==> config.mk <==
export PLATFORM = sky130hd
export DESIGN_NAME = cp0_exception_unit
export DESIGN_NICKNAME = d
export VERILOG_FILES = /design/src/rtl/cp0_exception_unit.sv
export SDC_FILE = /design/constraint.sdc
export NUM_CORES = 1
export LEC_CHECK = 0
export ABC_AREA = 1
export BUFFER_PORTS_ARGS = -buffer_cell sky130_fd_sc_hd__buf_2
export CORE_ASPECT_RATIO = 0.6
export CORE_MARGIN = 2
export CORE_UTILIZATION = 55
export DETAILED_ROUTE_END_ITERATION = 16
export PLACE_DENSITY = 0.79
export SLEW_MARGIN = 10
export SYNTH_ARGS = -nofsm -noshare
export SYNTH_HDL_FRONTEND = slang
export SYNTH_SLANG_ARGS = --single-unit
==> constraint.sdc <==
create_clock -name clk -period 2.4 [get_ports clk]
set_input_delay 0.12 -clock clk [delete_from_list [all_inputs] [get_ports clk]]
set_output_delay 0.12 -clock clk [all_outputs]
set_load 0.03 [all_outputs]
==> src/rtl/cp0_exception_unit.sv <==
// CP0 exception unit: holds BadVAddr/Count/Compare/Status/Cause/EPC at the
// MEM/WB boundary, folds MEM-stage exception flags and pending interrupts into
// a single exception code, and applies exception entry / ERET / MTC0 updates.
//
// Interface note: mem_valid_i qualifies every mem_* input for the current
// cycle only; there is no backpressure. When mem_valid_i is low the mem_*
// inputs are ignored and no exception is reported or taken.
module cp0_exception_unit #(
  parameter logic [31:0] RESET_STATUS = 32'h0040_0000,
  parameter int          TIMER_IP_BIT = 7
) (
  input  logic        clk,
  input  logic        rst,
  input  logic        mem_valid_i,
  input  logic [7:0]  mem_excflags_i,
  input  logic        mem_is_store_i,
  input  logic [31:0] mem_pc_i,
  input  logic        mem_in_delayslot_i,
  input  logic [31:0] mem_bad_addr_i,
  input  logic [5:0]  int_i,
  input  logic        we_i,
  input  logic [4:0]  waddr_i,
  input  logic [31:0] wdata_i,
  input  logic [4:0]  raddr_i,
  output logic [31:0] rdata_o,
  output logic [31:0] exception_type_o,
  output logic [31:0] cp0_epc_o,
  output logic        timer_int_o,
  output logic [31:0] status_o,
  output logic [31:0] cause_o
);

  localparam logic [4:0] REG_BADVADDR = 5'd8;
  localparam logic [4:0] REG_COUNT    = 5'd9;
  localparam logic [4:0] REG_COMPARE  = 5'd11;
  localparam logic [4:0] REG_STATUS   = 5'd12;
  localparam logic [4:0] REG_CAUSE    = 5'd13;
  localparam logic [4:0] REG_EPC      = 5'd14;

  localparam logic [31:0] EXC_NONE = 32'h0;
  localparam logic [31:0] EXC_INT  = 32'h1;
  localparam logic [31:0] EXC_ADEL = 32'h4;
  localparam logic [31:0] EXC_ADES = 32'h5;
  localparam logic [31:0] EXC_SYS  = 32'h8;
  localparam logic [31:0] EXC_BP   = 32'h9;
  localparam logic [31:0] EXC_RI   = 32'ha;
  localparam logic [31:0] EXC_OV   = 32'hc;
  localparam logic [31:0] EXC_TR   = 32'hd;
  localparam logic [31:0] EXC_ERET = 32'he;

  // Position of the timer within the hardware IP[7:2] field.
  localparam int          TIMER_IDX  = TIMER_IP_BIT - 2;
  localparam logic [5:0]  TIMER_MASK = 6'(1) << TIMER_IDX;

  // Status fields
  localparam int ST_IE  = 0;
  localparam int ST_EXL = 1;
  // Cause fields
  localparam int CA_BD  = 31;

  logic [31:0] badvaddr_q, badvaddr_d;
  logic [31:0] count_q,    count_d;
  logic [31:0] compare_q,  compare_d;
  logic [31:0] status_q,   status_d;
  logic [31:0] cause_q,    cause_d;
  logic [31:0] epc_q,      epc_d;
  logic        timer_int_q, timer_int_d;

  logic [31:0] status_f, cause_f, epc_f;
  logic        int_pending;
  logic [31:0] exc_type;
  logic        take_exc, is_eret, wr_ok;
  logic [5:0]  ip_hw;

  // Forwarded views: an MTC0 in flight this cycle is visible to readers now.
  always_comb begin
    status_f = status_q;
    cause_f  = cause_q;
    epc_f    = epc_q;
    if (we_i && waddr_i == REG_STATUS) status_f = wdata_i;
    if (we_i && waddr_i == REG_CAUSE)  cause_f[9:8] = wdata_i[9:8];
    if (we_i && waddr_i == REG_EPC)    epc_f = wdata_i;
    int_pending = status_f[ST_IE] & ~status_f[ST_EXL] &
                  (|(cause_f[15:8] & status_f[15:8]));
  end

  // Priority encode interrupts and MEM-stage exception flags.
  always_comb begin
    exc_type = EXC_NONE;
    if (mem_valid_i && mem_pc_i != 32'h0) begin
      if (int_pending)            exc_type = EXC_INT;
      else if (mem_excflags_i[0]) exc_type = EXC_ADEL;
      else if (mem_excflags_i[1]) exc_type = EXC_RI;
      else if (mem_excflags_i[2]) exc_type = EXC_OV;
      else if (mem_excflags_i[3]) exc_type = EXC_TR;
      else if (mem_excflags_i[4]) exc_type = EXC_SYS;
      else if (mem_excflags_i[5]) exc_type = EXC_BP;
      else if (mem_excflags_i[6]) exc_type = mem_is_store_i ? EXC_ADES : EXC_ADEL;
      else if (mem_excflags_i[7]) exc_type = EXC_ERET;
    end
  end

  // Next CP0 state: exception entry / ERET take precedence over MTC0.
  always_comb begin
    badvaddr_d  = badvaddr_q;
    compare_d   = compare_q;
    status_d    = status_q;
    cause_d     = cause_q;
    epc_d       = epc_q;
    timer_int_d = timer_int_q;

    take_exc = (exc_type != EXC_NONE) && (exc_type != EXC_ERET);
    is_eret  = (exc_type == EXC_ERET);
    // The MTC0 issuer is killed by an exception or ERET in the same cycle.
    wr_ok    = we_i & ~(take_exc | is_eret);

    count_d = count_q + 32'd1;
    if (wr_ok && waddr_i == REG_COUNT) count_d = wdata_i;

    if (compare_q != 32'h0 && count_q == compare_q) timer_int_d = 1'b1;
    if (wr_ok && waddr_i == REG_COMPARE) begin
      compare_d   = wdata_i;
      timer_int_d = 1'b0;
    end

    ip_hw          = int_i | (timer_int_q ? TIMER_MASK : 6'd0);
    cause_d[15:10] = ip_hw;

    if (take_exc) begin
      if (!status_q[ST_EXL]) begin
        epc_d          = mem_in_delayslot_i ? (mem_pc_i - 32'd4) : mem_pc_i;
        cause_d[CA_BD] = mem_in_delayslot_i;
      end
      status_d[ST_EXL] = 1'b1;
      cause_d[6:2]     = (exc_type == EXC_INT) ? 5'd0 : exc_type[4:0];
      if (exc_type == EXC_ADEL || exc_type == EXC_ADES) badvaddr_d = mem_bad_addr_i;
    end else if (is_eret) begin
      status_d[ST_EXL] = 1'b0;
    end else if (wr_ok) begin
      if (waddr_i == REG_STATUS) status_d    = wdata_i;
      if (waddr_i == REG_CAUSE)  cause_d[9:8] = wdata_i[9:8];
      if (waddr_i == REG_EPC)    epc_d       = wdata_i;
    end
  end

  // CP0 state registers; reset overrides every update.
  always_ff @(posedge clk) begin
    if (rst) begin
      badvaddr_q  <= 32'h0;
      count_q     <= 32'h0;
      compare_q   <= 32'h0;
      status_q    <= RESET_STATUS;
      cause_q     <= 32'h0;
      epc_q       <= 32'h0;
      timer_int_q <= 1'b0;
    end else begin
      badvaddr_q  <= badvaddr_d;
      count_q     <= count_d;
      compare_q   <= compare_d;
      status_q    <= status_d;
      cause_q     <= cause_d;
      epc_q       <= epc_d;
      timer_int_q <= timer_int_d;
    end
  end

  // MFC0 read port with forwarding of an MTC0 to the same register.
  always_comb begin
    rdata_o = 32'h0;
    unique case (raddr_i)
      REG_BADVADDR: rdata_o = badvaddr_q;
      REG_COUNT:    rdata_o = (we_i && waddr_i == REG_COUNT) ? wdata_i : count_q;
      REG_COMPARE:  rdata_o = (we_i && waddr_i == REG_COMPARE) ? wdata_i : compare_q;
      REG_STATUS:   rdata_o = status_f;
      REG_CAUSE:    rdata_o = cause_f;
      REG_EPC:      rdata_o = epc_f;
      default:      rdata_o = 32'h0;
    endcase
  end

  assign exception_type_o = exc_type;
  assign cp0_epc_o        = epc_f;
  assign timer_int_o      = timer_int_q;
  assign status_o         = status_q;
  assign cause_o          = cause_q;

endmodule

==> results of run 1 <==
==> critical path, stage by stage <==
cell and delay [ns]:
buf_2 0.11, nand2_1 0.16, nor2_4 0.08, buf_4 0.15, nand2_2 0.09, buf_12 0.17, buf_4 0.36, a21oi_1 0.18
a221oi_1 0.27, o2111ai_1 0.24, buf_2 0.25
==> synthesized netlist by cell type (9+ instances only) <==
library cell	count	area [um2]
inv_1	176	661
nand2_1	415	1560
o211ai_1	20	150
buf_4	54	405
nand4_1	64	400
xor2_1	44	385
clkbuf_1	82	308
a221oi_1	14	123
nor4_1	11	68.8
o2111ai_1	28	245
o21ai_0	122	611
nor2_1	235	882
nand3b_1	9	67.6
xnor2_1	24	210
nand3_1	136	681
nor3_1	23	115
buf_2	27	135
dfxtp_1	174	3480
a21oi_1	195	976
==> cells by family (layout without fill, tap and decap cells) <==
group,count (synthesis),after routing,share of synthesized area [%]
fa+ha+maj,3,3,0.318
flops,174,174,29.6
simple gates,911,911,33.3
other cells,1,47,0.0318
buf+inv,350,590,13.4
compound gates,388,388,18.4
xor+xnor,68,68,5.05
==> cell type report <==
cell class	count	area share, %
repair buffers	376	16.9
inverters	182	4.70
clock buffers	17	2.92
flip-flops and latches	174	24.0
clock inverters	15	1.27
multi-input cells	1417	47.8
well taps	279	2.40
==> flip-flops by register name, indices dropped and copies added (netlist names) <==
signal / cells
epc_q: 32
status_o: 32
cause_o: 13
compare_q: 32
badvaddr_q: 32
count_q: 32
timer_int_o: 1
==> what timing repair did <==
action                                  CTS  global route
hold buffers                             32             1
hold endpoints to repair                 33             1
gates resized for setup                   0            14
endpoints found under the setup margin    0            22
==> per-layer routing <==
| layer | global-route usage (%) | wire length [um] | vias to the layer above | part of all wire [%] |
|---|---|---|---|---|
| met4 | 16.1 | 1870 | 0 | 3.8 |
| met5 | 0 | 0 | - | 0 |
| met1 | 59.4 | 19400 | 6621 | 40 |
| met2 | 62.0 | 20700 | 1127 | 42 |
| met3 | 10.6 | 7020 | 135 | 14 |
| li1 | - | - | 6720 | - |
==> power groups by stage <==
stage / Combinational [W] / Sequential [W] / Clock, W
finish: 0.00169 / 0.00308 / 0.00296
global route: 0.00181 / 0.00309 / 0.00309
CTS: 0.00164 / 0.00308 / 0.00295
detailed placement: 0.00159 / 0.00315 / 0
global placement: 0.00157 / 0.00314 / 0
floorplan: 0.00101 / 0.00315 / 0
==> worst max path at each step <==
stage / slack [ns] / depth (start not counted) / start / to
finish: 0.08 / 11 / waddr_i[2] / rdata_o[2]
detailed placement: -0.02 / 19 / waddr_i[4] / epc_q[3]$_SDFFE_PP0P_
global route: -0.04 / 13 / count_q[2]$_SDFF_PP0_ / count_q[31]$_SDFF_PP0_
CTS: 0.03 / 12 / waddr_i[4] / rdata_o[4]
global placement: 0.03 / 19 / waddr_i[4] / status_o[1]$_SDFFE_PP0P_
floorplan: 0.03 / 9 / waddr_i[4] / rdata_o[9]
==> stage by stage <==
step	instance area (um2)	utilization [%]	hold slack, ns
after global routing	14500	69.2	0.00676
final	14500	69.2	0.0115
after floorplan	12000	-	0.227
after CTS	14500	68.9	0.00187
after global placement	13600	64.5	0.318
after detailed placement	13600	64.5	0.325
==> impl_metrics.json, run 1 <==
{
  "place_inst": 2395,
  "post_drt_wl_per_cell_um": 19.9,
  "areaGrowthSynthToFinish_pct": 23.4,
  "cts_setup_buffers": 0,
  "relSlewSlack_pct": 21.9,
  "fmax_mhz": 430,
  "detailed_place_hpwl_mm": 36.8,
  "hold_viol": 0,
  "power_frac_clock_pct": 38.3,
  "power_frac_comb_pct": 21.8,
  "final_antenna_net_count": 0,
  "hold_path_class": "in2reg",
  "reg2reg_to": "count_q[23]$_SDFF_PP0_",
  "root_buffer": "clkbuf_16",
  "via_count": 14600,
  "drive_gt1_share_pct": 19.0,
  "grt-ovfl-total": 0,
  "cell_internal_pwr_w": 0.00520,
  "slew_viol_final": 0,
  "p_leak_nw": 6.64,
  "synth.ff_latch_count": 174,
  "via_per_inst": 5.94,
  "path_max_fanout": 35,
  "core.rowCount": 41,
  "reg2reg_depth": 12,
  "grt_pass1_wl_mm": 73.5,
  "tightest_slew_ns": 1.17,
  "period_share_pct": 96.9,
  "ir_worst_vdd_v": 0.000469,
  "crit-reg2reg-launch": "count_q[2]$_SDFF_PP0_",
  "core-area_um2": 21000,
  "ys_seq_area_share_pct": 29.6,
  "grt_antenna_before_repair": 0,
  "cp.required_ns": 2.28,
  "synthesis.area_um2": 11800,
  "io_buffers": 239,
  "yosysUniqueCellTypes": 41,
  "async_reset_ff_share_pct": 0,
  "critPathKind": "in2out",
  "p_sw_share_pct": 32.7,
  "powerDensity_nw_per_um2": 532,
  "r2r_slack_ns": 0.21,
  "ios": 287,
  "worst_slack_ns": 0.0755,
  "grt_pass1_vias": 13000,
  "diodes": 0,
  "hold_end": "status_o[5]$_SDFFE_PP0P_",
  "setup_viol": 0,
  "numCtsBuffers": 17,
  "final_cell_mix": "nand2_1, buf_2, nor2_1, a21oi_1, inv_1",
  "rsz0062_at_grt": "true",
  "end_kind": "output port",
  "drc": 0,
  "clock_path_buffers": 2,
  "holdCritStartpoint": "wdata_i[5]",
  "start_util_pct": 56.0,
  "final_nets": 2297,
  "fillers": 1882,
  "maxCapViolCount": 0,
  "insertion_delay_ns": 0.44,
  "clock-sinks": 174,
  "synth_edf_count": 0,
  "clk_pin_slew_ns": 0.07,
  "skew_ns": 0.00794,
  "firstDrtPassIters": 6,
  "synthFlopType": "dfxtp_1",
  "finalCriticalPeriod_ns": 2.32,
  "sequentialPowerShare_pct": 39.9,
  "multi_input_area_um2": 6960,
  "final_common_cell": "nand2_1",
  "die_x_um": 193,
  "outcome": "finished, final reports clean",
  "critical_path_arrival_ns": 2.20,
  "hold_path_depth": 3,
  "place_congestion": 1.03,
  "seqCellArea_um2": 3490,
  "grt_max_degree": 99,
  "synthCells": 1895,
  "fin_tns_setup_ns": 0,
  "grt_util_all_layers_pct": 42.3,
  "die_area_um2": 22700,
  "htree_levels": 4,
  "cts_tree": "yes",
  "die_h_um": 117,
  "postSynthAreaPerCell_um2": 6.22,
  "routed_wl_mm": 48.9,
  "dpl_worst_slack_ns": -0.0192,
  "ys_warn_count": 0,
  "critPathLaunchType": "input port",
  "power.total_w": 0.00773,
  "drt_iter0_markers": 2206,
  "final_cell_count_no_fill": 2460,
  "switchingPower_w": 0.00253
}
No activity file was read; power rests on OpenSTA's default activity.
==> inputs of run 2 (changes only) <==
--- a/config.mk
+++ b/config.mk
@@ -12,6 +12,7 @@
 export CORE_UTILIZATION = 55
 export DETAILED_ROUTE_END_ITERATION = 16
 export PLACE_DENSITY = 0.79
+export REMOVE_ABC_BUFFERS = 1
 export SLEW_MARGIN = 10
 export SYNTH_ARGS = -nofsm -noshare
 export SYNTH_HDL_FRONTEND = slang
==> run 2 against run 1 <==
  * Global-route usage rose by 0.67 points
  * Clock-buffer cell count up 1
  * Largest power group unchanged
  * Setup slack better by 0.044 ns
==> impl_metrics.json, run 2 (synthesized netlist as in run 1, its figures left out) <==
{
  "diodes": 0,
  "critical_path_arrival_ns": 2.66,
  "grt_antenna_before_repair": 0,
  "place_area_um2": 13700,
  "switchingPower_w": 0.00253,
  "clock-sinks": 174,
  "ir_worst_vdd_v": 0.000506,
  "clk_pin_slew_ns": 0.07,
  "grt_pass1_wl_mm": 74.6,
  "power_frac_comb_pct": 21.8,
  "final_antenna_net_count": 0,
  "insertion_delay_ns": 0.45,
  "dpl_worst_slack_ns": -0.00793,
  "cts_tree": "yes",
  "maxCapViolCount": 0,
  "relSlewSlack_pct": 51.8,
  "timing.hold.ws_ns": 0.0160,
  "clock_path_buffers": 2,
  "firstDrtPassIters": 6,
  "die_x_um": 193,
  "crit_path_end": "count_q[25]$_SDFF_PP0_",
  "critPathKind": "reg2reg",
  "detailed_place_hpwl_mm": 36.8,
  "slowest_stage": "dfxtp_1",
  "reg2reg_to": "count_q[25]$_SDFF_PP0_",
  "numCtsBuffers": 17,
  "power_frac_clock_pct": 38.4,
  "cp_cell_sequence": "nand3_1 > nor2_2 > nand3_2 > nor2_2 > nand2_2 > buf_4 > inv_1 > nand2_1 > nor4_1 > xor2_1 > nand2_1 > a21oi_1",
  "period_share_pct": 95.0,
  "hold_viol": 0,
  "grt_pass1_vias": 13100,
  "via_count": 14700,
  "grt_max_degree": 60,
  "grt-ovfl-total": 0,
  "drive_gt1_share_pct": 19.1,
  "critPathLaunchType": "flop",
  "crit-reg2reg-launch": "count_q[2]$_SDFF_PP0_",
  "io_buffers": 239,
  "core-area_um2": 21000,
  "slew_viol_final": 0,
  "areaGrowthSynthToFinish_pct": 24.9,
  "path_max_fanout": 4,
  "r2r_slack_ns": 0.12,
  "routed_wl_mm": 49.8,
  "cell_internal_pwr_w": 0.00520,
  "p_sw_share_pct": 32.7,
  "finalCriticalPeriod_ns": 2.28,
  "sequentialPowerShare_pct": 39.9,
  "root_buffer": "clkbuf_16",
  "final_nets": 2309,
  "drt_iter0_markers": 2104,
  "final_cell_mix": "nand2_1, buf_2, nor2_1, a21oi_1, inv_1",
  "drc": 0,
  "core.rowCount": 41,
  "outcome": "finished, final reports clean",
  "hold_path_class": "in2reg",
  "place_congestion": 1.05,
  "final_common_cell": "nand2_1",
  "final_area_um2": 14700,
  "grt_util_all_layers_pct": 42.9,
  "post-route-util_pct": 70.0,
  "fmax_mhz": 439,
  "tightest_slew_ns": 0.722,
  "critical_path.startpoint": "count_q[2]$_SDFF_PP0_",
  "ios": 287,
  "end_kind": "flop",
  "cp.required_ns": 2.77,
  "setup_viol": 0,
  "worst_slack_ns": 0.120,
  "powerDensity_nw_per_um2": 525,
  "die_area_um2": 22700,
  "reg2reg_depth": 12,
  "skew_ns": 0.0108,
  "via_per_inst": 5.94,
  "start_util_pct": 56.0,
  "crit_path_max_incr_delay_ns": 0.44,
  "post_drt_wl_per_cell_um": 20.1,
  "p_leak_nw": 6.71,
  "die_h_um": 117,
  "fin_tns_setup_ns": 0,
  "htree_levels": 4
}
## run 2: cell count changes in the layout (fill, tap and decap cells not counted), moves of 2 or more
cell and change:
dlygate4sd3_1 +7, buf_12 +6, a21oi_1 +3, a21oi_2 -3, dfxtp_1 +3, dfxtp_2 -3
inv_6 -3, nor2_2 +3, clkinv_2 +2, nand3_1 -2, nand3_2 +2, nor2_4 -2
## run 2: power groups by stage
stage / Combinational (W) / Clock, W / Sequential, W
global placement: 0.00156 / 0 / 0.00314
global route: 0.00180 / 0.00307 / 0.00309
detailed placement: 0.00158 / 0 / 0.00314
floorplan: 0.000862 / 0 / 0.00315
finish: 0.00168 / 0.00297 / 0.00308
CTS: 0.00164 / 0.00296 / 0.00308
## run 2: layout make-up
type | instances | area [um2]
multi-input combinational | 1417 | 6960
fill | 1885 | 6310
sequential | 174 | 3480
timing repair buffer | 388 | 2650
inverter | 182 | 683
clock buffer | 18 | 439
tap | 279 | 349
clock inverter | 14 | 168
## run 2: what timing repair did
item / in CTS / in global routing
gates resized for setup: 0 / 12
hold buffers: 40 / 0
endpoints found under the setup margin: 0 / 10
hold endpoints to repair: 41 / 0
buffers inserted: 0 / 1
## run 2: per-stage QoR
step	std cells	total power [W]
floorplan	1773	0.00401
global placement	2400	0.00470
detailed placement	2400	0.00472
CTS	2472	0.00768
global route	2472	0.00796
finish	2472	0.00773
## run 2: worst min-delay path by stage
stage                           from                         end  depth (start not counted)
after floorplan                  rst  badvaddr_q[0]$_SDFFE_PP0P_                          1
after global placement      int_i[2]      cause_o[12]$_SDFF_PP0_                          3
after detailed placement    int_i[2]      cause_o[12]$_SDFF_PP0_                          3
after CTS                 wdata_i[0]       count_q[0]$_SDFF_PP0_                          3
final                            rst      cause_o[10]$_SDFF_PP0_                          2
after global routing      wdata_i[0]       count_q[0]$_SDFF_PP0_                          3
## run 2: metal layers
layer | GRT usage, % | vias to the layer above | wire length (um)
li1 | - | 6733 | -
met1 | 63.2 | 6714 | 20900
met2 | 60.0 | 1128 | 20200
met3 | 12.1 | 103 | 7410
met4 | 12.9 | 0 | 1260
met5 | 0 | - | 0
## run 2: worst max-delay path, delay by kind of cell, from the launching register on
kind,cells,cell delay [ns]
AO/OA/AOI/OAI,1,0.11
XOR/XNOR,1,0.18
buffers and inverters,2,0.24
flip-flops,1,0.44
AND/OR/NAND/NOR,8,1.25
==> inputs of run 3 (changes only) <==
--- a/config.mk
+++ b/config.mk
@@ -8,7 +8,6 @@
 export ABC_AREA = 1
 export BUFFER_PORTS_ARGS = -buffer_cell sky130_fd_sc_hd__buf_2
 export CORE_ASPECT_RATIO = 0.6
-export CORE_MARGIN = 2
 export CORE_UTILIZATION = 55
 export DETAILED_ROUTE_END_ITERATION = 16
 export PLACE_DENSITY = 0.79
==> run 3 against run 2 <==
  * Maximum frequency is 1.6% lower
  * Register-to-register slack lost 0.04 ns
  * Critical path type unchanged
  * Combinational power is essentially flat
  * Wire length is 4.0% lower
  * Highest routed layer unchanged
==> impl_metrics.json, run 3 (synthesized netlist as in run 1, its figures left out) <==
{
  "r2r_slack_ns": 0.08,
  "hold_path_depth": 3,
  "skew_ns": 0.00820,
  "firstDrtPassIters": 8,
  "path_max_fanout": 4,
  "hold_path_class": "in2reg",
  "fin_tns_setup_ns": 0,
  "post-route-util_pct": 69.6,
  "clock-sinks": 174,
  "critPathLaunchType": "flop",
  "cts_tree": "yes",
  "outcome": "finished, final reports clean",
  "rsz0062_at_grt": "false",
  "dpl_worst_slack_ns": -0.124,
  "diodes": 0,
  "hold_end": "status_o[4]$_SDFFE_PP0P_",
  "grt-ovfl-total": 0,
  "grt_util_all_layers_pct": 42.4,
  "hold_viol": 0,
  "ir_worst_vdd_v": 0.000555,
  "critPathKind": "reg2reg",
  "maxCapViolCount": 0,
  "final_cell_mix": "nand2_1, buf_2, nor2_1, a21oi_1, inv_1",
  "insertion_delay_ns": 0.44,
  "slew_viol_final": 0,
  "final_area_um2": 14600,
  "setup_viol": 0,
  "finalCriticalPeriod_ns": 2.32,
  "reg2reg_to": "count_q[28]$_SDFF_PP0_",
  "core.rowCount": 41,
  "cp.required_ns": 2.74,
  "core-area_um2": 21000,
  "holdCritStartpoint": "wdata_i[4]",
  "drc": 0,
  "drt_iter0_markers": 1763,
  "critical_path_arrival_ns": 2.66,
  "routed_wl_mm": 47.8,
  "io_buffers": 239,
  "worst_slack_ns": 0.0831,
  "final_common_cell": "nand2_1",
  "reg2reg_depth": 14,
  "grt_pass1_wl_mm": 71.0,
  "fmax_mhz": 432,
  "ios": 287,
  "clk_pin_slew_ns": 0.07,
  "place_congestion": 1.05,
  "final_antenna_net_count": 0,
  "final_nets": 2306,
  "drive_gt1_share_pct": 18.7,
  "htree_levels": 4,
  "period_share_pct": 96.5,
  "end_kind": "flop",
  "grt_pass1_vias": 12400,
  "relSlewSlack_pct": 56.7,
  "clock_path_buffers": 2,
  "place_area_um2": 13600,
  "root_buffer": "clkbuf_16",
  "tightest_slew_ns": 0.649,
  "p_leak_nw": 6.67,
  "via_count": 14500,
  "die_h_um": 115,
  "numCtsBuffers": 17,
  "die_x_um": 191,
  "detailed_place_hpwl_mm": 34.8,
  "post_drt_wl_per_cell_um": 19.4,
  "areaGrowthSynthToFinish_pct": 24.1,
  "grt_max_degree": 65,
  "crit-reg2reg-launch": "count_q[0]$_SDFF_PP0_",
  "grt_antenna_before_repair": 0,
  "die_area_um2": 22000,
  "powerDensity_nw_per_um2": 521,
  "via_per_inst": 5.89,
  "start_util_pct": 56.0,
  "power.total_w": 0.00762
}
run 3: cell types whose count changed in the layout (fill, tap and decap cells not counted), moves of 2 or more:
cell and delta:
buf_12 -5, clkbuf_1 +2, clkinv_2 +2, clkinv_4 -2
dfxtp_1 -3, dfxtp_2 +2, dlygate4sd3_1 +2, nand3_1 +2
nand3_2 -2, nor2_2 -2
run 3: worst max-delay path by stage:
stage | slack (ns) | endpoint | from
4_1_cts | 0.04 | count_q[28]$_SDFF_PP0_ | count_q[0]$_SDFF_PP0_
5_1_grt | 0.001 | count_q[29]$_SDFF_PP0_ | count_q[3]$_SDFF_PP0_
6_report | 0.08 | count_q[28]$_SDFF_PP0_ | count_q[0]$_SDFF_PP0_
3_5_place_dp | -0.12 | epc_q[10]$_SDFFE_PP0P_ | waddr_i[4]
2_1_floorplan | -2.00 | rdata_o[5] | waddr_i[4]
3_3_place_gp | -0.007 | epc_q[31]$_SDFFE_PP0P_ | waddr_i[4]
run 3: power breakdown:
group          switching [W]  total [W]  internal, W
clock network        0.00123    0.00289      0.00166
registers          0.0000739    0.00308      0.00301
logic                0.00114    0.00165     0.000510
total                0.00245    0.00762      0.00517
run 3: area by class of cell:
cell class,instances,area (um2)
Clock buffer,20,447
Clock inverter,12,144
Fill cell,1917,6400
Tap cell,279,349
Multi-Input combinational cell,1417,6950
Timing Repair Buffer,385,2570
Sequential cell,174,3490
Inverter,182,683
run 3: per-stage QoR:
stage	hold slack (ns)	cells
finish	0.0125	2469
global route	0.0192	2469
CTS	0.00621	2466
detailed placement	0.327	2392
global placement	0.322	2392
floorplan	0.189	1773
run 3: what timing repair did:
| action | CTS | global route |
|---|---|---|
| hold endpoints to repair | 43 | 0 |
| buffers inserted | 0 | 3 |
| hold buffers | 42 | 0 |
| gates resized for setup | 0 | 14 |
| setup endpoints to repair | 0 | 14 |
run 3: critical path: stages, from the launching register on:
cell	delay, ns
dfxtp_4	0.39
ha_4	0.15
nand3_2	0.11
nor2_4	0.14
nand4_1	0.19
nor2_1	0.20
buf_4	0.17
nand4_1	0.16
nor3_2	0.20
buf_4	0.15
nand2_1	0.05
nand2_1	0.06
nand2_1	0.05
o21ai_1	0.13
nor2_1	0.05
run 3: per-layer routing:
metal	part of all wire, %	wire (um)	GRT usage, %	vias to the layer above
li1	-	-	-	6744
met1	42	20000	61.1	6607
met2	41	19500	60.3	1105
met3	15	7310	13.2	76
met4	2.2	1030	11.4	0
met5	0	0	0	-
